===== config.mk =====
export PLATFORM = sky130hd
export DESIGN_NAME = imm_ext_pipe
export DESIGN_NICKNAME = d
export VERILOG_FILES = /design/src/rtl/imm_ext_pkg.sv /design/src/rtl/imm_ext_core.sv /design/src/rtl/imm_ext_pipe.sv
export SDC_FILE = /design/constraint.sdc
export NUM_CORES = 1
export LEC_CHECK = 0
export ABC_AREA = 1
export BUFFER_PORTS_ARGS = -buffer_cell sky130_fd_sc_hd__buf_2
export CORE_MARGIN = 2
export CORE_UTILIZATION = 50
export CTS_BUF_LIST = sky130_fd_sc_hd__clkbuf_4 sky130_fd_sc_hd__clkbuf_8
export DETAILED_ROUTE_END_ITERATION = 16
export PLACE_DENSITY = 0.68
export SKIP_LAST_GASP = 1
export SYNTH_ARGS = -nofsm -noshare
export SYNTH_HDL_FRONTEND = slang
export SYNTH_SLANG_ARGS = --single-unit
export TNS_END_PERCENT = 20

===== constraint.sdc =====
create_clock -name clk -period 2 [get_ports clk]
set_input_delay 0.1 -clock clk [delete_from_list [all_inputs] [get_ports clk]]
set_output_delay 0.1 -clock clk [all_outputs]
set_load 0.005 [all_outputs]

===== src/rtl/imm_ext_pkg.sv =====
// Shared definitions for the immediate-extension unit: mode encodings and widths.
package imm_ext_pkg;

  localparam int MODE_W = 2;

  localparam logic [MODE_W-1:0] MODE_SIGN   = 2'd0;
  localparam logic [MODE_W-1:0] MODE_ZERO   = 2'd1;
  localparam logic [MODE_W-1:0] MODE_UPPER  = 2'd2;
  localparam logic [MODE_W-1:0] MODE_BRANCH = 2'd3;

endpackage : imm_ext_pkg


===== src/rtl/imm_ext_core.sv =====
// Combinational immediate extender: sign, zero, upper (LUI) and branch-offset forms.
// Kept free of state so decode-stage users can reuse it directly.
module imm_ext_core
  import imm_ext_pkg::*;
#(
  parameter int IN_W     = 16,
  parameter int OUT_W    = 32,
  parameter int BR_SHIFT = 2
) (
  input  logic [IN_W-1:0]   imm,
  input  logic [MODE_W-1:0] mode,
  output logic [OUT_W-1:0]  ext
);

  localparam int PAD = OUT_W - IN_W;

  // Reject configurations where the shifted branch offset would lose bits.
  if (IN_W < 1) begin : g_bad_in_w
    $error("imm_ext_core: IN_W must be at least 1");
  end
  if (BR_SHIFT < 0 || BR_SHIFT > 4) begin : g_bad_shift
    $error("imm_ext_core: BR_SHIFT must be in 0..4");
  end
  if (OUT_W < IN_W + BR_SHIFT) begin : g_bad_out_w
    $error("imm_ext_core: OUT_W must be >= IN_W + BR_SHIFT");
  end

  logic [OUT_W-1:0] sign_ext;
  logic [OUT_W-1:0] zero_ext;
  logic [OUT_W-1:0] upper_ext;
  logic [OUT_W-1:0] branch_ext;

  // Sign extension comes from casting the signed immediate up to the output width.
  assign sign_ext   = OUT_W'($signed(imm));
  assign zero_ext   = OUT_W'(imm);
  assign upper_ext  = zero_ext << PAD;
  assign branch_ext = sign_ext << BR_SHIFT;

  // Select the extension form requested by the mode field.
  always_comb begin
    ext = sign_ext;
    case (mode)
      MODE_SIGN:   ext = sign_ext;
      MODE_ZERO:   ext = zero_ext;
      MODE_UPPER:  ext = upper_ext;
      MODE_BRANCH: ext = branch_ext;
      default:     ext = sign_ext;
    endcase
  end

endmodule : imm_ext_core


===== src/rtl/imm_ext_pipe.sv =====
// Pipelined immediate extender with a valid/ready handshake, a one-entry skid
// register behind the output register, and a saturating transfer counter.
module imm_ext_pipe
  import imm_ext_pkg::*;
#(
  parameter int IN_W     = 16,
  parameter int OUT_W    = 32,
  parameter int BR_SHIFT = 2,
  parameter int CNT_W    = 16
) (
  input  logic              clk,
  input  logic              rst_n,
  input  logic              in_valid,
  output logic              in_ready,
  input  logic [IN_W-1:0]   in_imm,
  input  logic [MODE_W-1:0] in_mode,
  output logic              out_valid,
  input  logic              out_ready,
  output logic [OUT_W-1:0]  out_data,
  output logic [MODE_W-1:0] out_mode,
  output logic [CNT_W-1:0]  xfer_cnt
);

  logic [OUT_W-1:0]  in_ext;
  logic              skid_valid;
  logic [OUT_W-1:0]  skid_data;
  logic [MODE_W-1:0] skid_mode;
  logic              accept;
  logic              out_fire;
  logic              out_load;

  imm_ext_core #(
    .IN_W     (IN_W),
    .OUT_W    (OUT_W),
    .BR_SHIFT (BR_SHIFT)
  ) u_core (
    .imm  (in_imm),
    .mode (in_mode),
    .ext  (in_ext)
  );

  assign accept   = in_valid & in_ready;
  assign out_fire = out_valid & out_ready;
  assign out_load = ~out_valid | out_ready;

  // Output register and skid: skid has priority so order is preserved; in_ready
  // is registered from the next skid state so it never depends on out_ready.
  always_ff @(posedge clk or negedge rst_n) begin
    if (!rst_n) begin
      out_valid  <= 1'b0;
      out_data   <= '0;
      out_mode   <= '0;
      skid_valid <= 1'b0;
      skid_data  <= '0;
      skid_mode  <= '0;
      in_ready   <= 1'b1;
    end else if (out_load) begin
      if (skid_valid) begin
        out_valid  <= 1'b1;
        out_data   <= skid_data;
        out_mode   <= skid_mode;
        skid_valid <= 1'b0;
        in_ready   <= 1'b1;
      end else if (accept) begin
        out_valid <= 1'b1;
        out_data  <= in_ext;
        out_mode  <= in_mode;
        in_ready  <= 1'b1;
      end else begin
        out_valid <= 1'b0;
        in_ready  <= 1'b1;
      end
    end else if (accept) begin
      skid_valid <= 1'b1;
      skid_data  <= in_ext;
      skid_mode  <= in_mode;
      in_ready   <= 1'b0;
    end
  end

  // Count output transfers, holding at all-ones instead of wrapping.
  always_ff @(posedge clk or negedge rst_n) begin
    if (!rst_n) begin
      xfer_cnt <= '0;
    end else if (out_fire && (xfer_cnt != {CNT_W{1'b1}})) begin
      xfer_cnt <= xfer_cnt + 1'b1;
    end
  end

endmodule : imm_ext_pipe


### Yosys cells after proc, flatten, opt, wreduce, memory -nomap -nowiden

Cells that the tools add are included.

* flip-flop bits (word level): 87
* output and inout bits: 52

* equality and inequality tests: 4
* muxes and demuxes: 11
* bitwise operators: 5
* $add $sub $neg: 1
* reduce and logical (&&, ||, !) cells: 6

Operator list (number)
* 32-bit one-hot mux with 4 select lines: 1
* 32-bit two-way mux: 2
* 16-bit by 1-bit adder with 16-bit output, second input constant: 1
* 16-bit != test, second input constant: 1
* 1-bit two-way mux: 6
* 2-bit equality test, second input constant: 2
* 2-bit two-way mux: 2
* 2-bit AND reduction: 2
* 2-bit nonzero test: 2
* 1-bit AND: 2
* 2-bit by 1-bit equality test with 1-bit output, second input constant: 1
* 2-bit logical NOT: 1
* 1-bit inverter: 2
* 1-bit logical AND: 1
* 1-bit OR: 1

### Logic depth before layout (Yosys ltp)

* word-level depth: 4
* gate-level depth with buffers: 9

### By module

A second synthesis with hierarchy kept.

* cells, all modules: 499
* area total of the unflattened synthesis: 4374.2 um^2

Modules (own cells, without submodules)
* imm_ext_pipe: area an instance 3957.5 um^2, times used 1, seq. area each 2178.3 um^2, cells an instance 411
* imm_ext_core: area an instance 416.6 um^2, times used 1, seq. area each 0.0 um^2, cells an instance 88

### Least setup slack after synthesis

Ideal clock, no wire load.

* path type: register to register
* start: register xfer_cnt[0]
* end: register xfer_cnt[9]
* arrival time: 1.398 ns
* path slack: 0.484 ns
* stages on the path, launching flop included: 10
* path through: dfrtp_1 ha_1 inv_1 nor2_2 nand3_2 nand2_4 nand2_4 buf_6 nand2_2 o21ai_2

* cells in the longest elaborated chain, start to end: 2

RTL lines
* start: declaration: RTL line imm_ext_pipe.sv:21 `output logic [CNT_W-1:0] xfer_cnt`
* start signal: assignment: RTL line imm_ext_pipe.sv:86 `xfer_cnt <= xfer_cnt + 1'b1;`
* branches (longest 2 deep; another with 16-bit by 1-bit adder with 16-bit output)

Several ways; the timed one is not identified.
A chain may end at the register's enable or synchronous reset.

### Worst setup path after layout

* start: register xfer_cnt[0]
* end: register xfer_cnt[8]

Same word-level chain as after synthesis.

==> results.sh <==
export IMPL_ios=74
export IMPL_clockBufferDepth=2
export IMPL_grt_max_degree=48
export IMPL_max_freq_mhz=590.7
export IMPL_synth_top_family_by_area="simple AND/OR/NAND/NOR gates"
export IMPL_synth_fa_ha_area_share_pct=0.2916
export IMPL_relSlewSlack_pct=63.53
export IMPL_start_util_pct=51.95
export IMPL_die_h_um=96.63
export IMPL_worstMarginPinSlew_ns=0.5463
export IMPL_path_clk_slew_ns=0.09
export IMPL_drv_slew=0
export IMPL_crit_fanout=22
export IMPL_required_ns=2.24
export IMPL_cp_arrival_ns=1.93
export IMPL_synth_cell_types=28
export IMPL_topRoutingLayerUsed="met4"
export IMPL_power_per_cell_area_nw_per_um2=1051
export IMPL_clk_latency_ns=0.35
export IMPL_cp_end_kind="flop"
export IMPL_netlist_area_sq_um=4290
export IMPL_cts_sinks=87
export IMPL_multi_input_area_sq_um=1813
export IMPL_grt_pass1_wl_um=17480
export IMPL_io_buffer_count=73
export IMPL_area_growth_pct=14.90
export IMPL_syn_inst=543
export IMPL_dr_pass1_iters=5
export IMPL_timing_setup_tns_ns=0
export IMPL_cts_setup_buffers=0
export IMPL_power_leakage_nw=2.537
export IMPL_muxShareOfSynthArea_pct=0
export IMPL_dr_total_vias=3808
export IMPL_regArea_sq_um=2178
export IMPL_wl_um=10390
export IMPL_tritoncts="yes"
export IMPL_yosysSeqAreaShare_pct=50.77
export IMPL_rsz0062_at_grt="no"
export IMPL_synth_ff_type="dfrtp_1"
export IMPL_cap_violations=0
export IMPL_drc=0
export IMPL_cts_inserted_buffers=9
export IMPL_final_nets=633
export IMPL_gp_congestion=0.8446
export IMPL_antenna_found_initial=0
export IMPL_dp_cells=703
export IMPL_synthSimpleGateAreaFrac_pct=25.11
export IMPL_finalSetupViolCount=0
export IMPL_met2_length_um=4970
export IMPL_grt_pass1_vias=3567
export IMPL_die_x_um=96.63
export IMPL_wl_per_cell_um=14.43
export IMPL_fin_crit_sh_pct=84.64
export IMPL_wl_met1_um=4710
export IMPL_fill_cells=767
export IMPL_synth_nets=566
export IMPL_viasPerCell=5.289
export IMPL_h_tree_depth=3
export IMPL_gr_total_overflow=0
export IMPL_die_area_sq_um=9337
export IMPL_drive_gt1_share_pct=21.46
export IMPL_mostFrequentLayoutCell="nand2_1"
export IMPL_synth_compound_area_share_pct=15.16
export IMPL_core_area_sq_um=8258
export IMPL_drt_initial_drc_count=296
export IMPL_ys_ff_latch=87
export IMPL_fin_crit_ns=1.693
export IMPL_post_dp_hpwl_um=7070
export IMPL_track_usage_pct=22.65
export IMPL_synth_edf_count=0
export IMPL_yosysWarnings=0
export IMPL_async_flop_share_pct=100.0
export IMPL_worst_clock_skew_ns=0.006887
export IMPL_layoutNonFillerInstCount=720
export IMPL_worstSetupStartpointType="flop"
export IMPL_ir_worst_vdd_v=0.0005485
export IMPL_clockRootBuffer="clkbuf_8"
export IMPL_outcome="finished clean"
export IMPL_finalHoldViolations=0
export IMPL_worst_setup_path_type="reg2reg"
export IMPL_core_rowCount=33
export IMPL_yosys_area_share_xor_xnor_pct=1.633
export IMPL_final_cell_mix="nand2_1 (186), dfrtp_1 (86), buf_2 (72), a21oi_1 (54), nor2_1 (45)"
export IMPL_syn_avg_cell_area_sq_um=7.901
export IMPL_worstHoldPathType="in2reg"
export IMPL_wl_met3_um=590
export IMPL_postRouteAntennaNets=0
export IMPL_diodes=0
-- registers in the layout, indices dropped and copies added (netlist names) --
register    cells
in_ready        1
out_data       32
out_mode        2
out_valid       1
skid_data      32
skid_mode       2
skid_valid      1
xfer_cnt       16
-- critical path: stages (launching register included) --
cell and delay (ns):
dfrtp_1 0.45, ha_1 0.27, inv_1 0.07, nor2_2 0.13, nand3_2 0.12, nand2_4 0.14
nand2_4 0.20, nand2_1 0.15, o21ai_2 0.05
-- cell usage after synthesis, types with 2 or more instances --
| cell | count | share of area (%) |
|---|---|---|
| a21oi_1 | 54 | 6.3 |
| a31oi_1 | 4 | 0.58 |
| buf_2 | 10 | 1.2 |
| buf_4 | 2 | 0.35 |
| buf_6 | 3 | 0.79 |
| clkbuf_1 | 12 | 1.0 |
| dfrtp_1 | 86 | 50 |
| inv_1 | 37 | 3.2 |
| inv_2 | 5 | 0.44 |
| nand2_1 | 186 | 16 |
| nand2_2 | 7 | 1.0 |
| nand2_4 | 2 | 0.52 |
| nand3_1 | 15 | 1.7 |
| nand4_1 | 5 | 0.73 |
| nor2_1 | 46 | 4.0 |
| nor2_2 | 2 | 0.29 |
| o21ai_0 | 4 | 0.47 |
| o21ai_1 | 22 | 2.6 |
| o21ai_2 | 12 | 2.4 |
| o22ai_1 | 14 | 2.0 |
| xor2_1 | 8 | 1.6 |
-- power breakdown --
group	total, mW	internal [mW]	leakage [nW]	switching [mW]
clock network	1.14	0.526	0.0993	0.610
logic	1.48	0.616	1.36	0.861
registers	2.57	2.23	1.08	0.341
-- per-layer routing --
metal	vias to the layer above	global-route usage, %
li1	1877	-
met1	1798	31.92
met2	123	36.49
met3	10	3.468
met4	0	6.717
met5	-	0
-- area by class of cell --
class,instances,area share [%]
Sequential cell,87,44.19
Multi-Input combinational cell,387,36.78
Timing Repair Buffer,83,9.543
Clock buffer,12,3.223
Inverter,42,3.198
Tap cell,105,2.665
Clock inverter,4,0.4061
-- through the flow --
stage          setup WS, ns  cell area (sq um)  total power, mW  hold slack, ns  utilization, %
5_1_grt              0.1405               4930            5.542         0.05190           59.70
3_5_place_dp         0.3072               4741            4.084        -0.07328           57.41
3_3_place_gp         0.3542               4741            4.036        -0.07262           57.41
6_report             0.3071               4930            5.179         0.05808           59.70
2_1_floorplan        0.4841               4290            3.466         -0.1956               -
4_1_cts              0.2966               4930            5.221         0.04626           59.70
-- cells by family after synthesis --
kind of cell | count (synthesis)
and+or+nand+nor | 265
AOI/OAI and AO/OA | 113
DFF | 87
buffers and inverters | 69
xor gates and xnor gates | 8
adders and majority gates | 1
-- final timing paths --
check | endpoint | startpoint | depth (start not counted) | slack (ns)
worst max register to register | xfer_cnt[8]$_DFFE_PN0P_ | xfer_cnt[0]$_DFFE_PN0P_ | 8 | 0.31
max in group asynchronous | out_data[20]$_DFFE_PN0P_ | rst_n | 3 | 1.27
worst min register to register | skid_data[31]$_DFFE_PN0P_ | skid_data[31]$_DFFE_PN0P_ | 2 | 0.48
worst min-delay path | out_mode[0]$_DFFE_PN0P_ | in_mode[0] | 3 | 0.06
worst max-delay path | xfer_cnt[8]$_DFFE_PN0P_ | xfer_cnt[0]$_DFFE_PN0P_ | 8 | 0.31
min in group asynchronous | xfer_cnt[8]$_DFFE_PN0P_ | rst_n | 2 | 0.10
-- timing repair --
action	in CTS	in global routing
resized for setup	0	0
hold endpoints to repair	86	0
hold buffers	1	0
No activity file was read; power rests on OpenSTA's default activity.
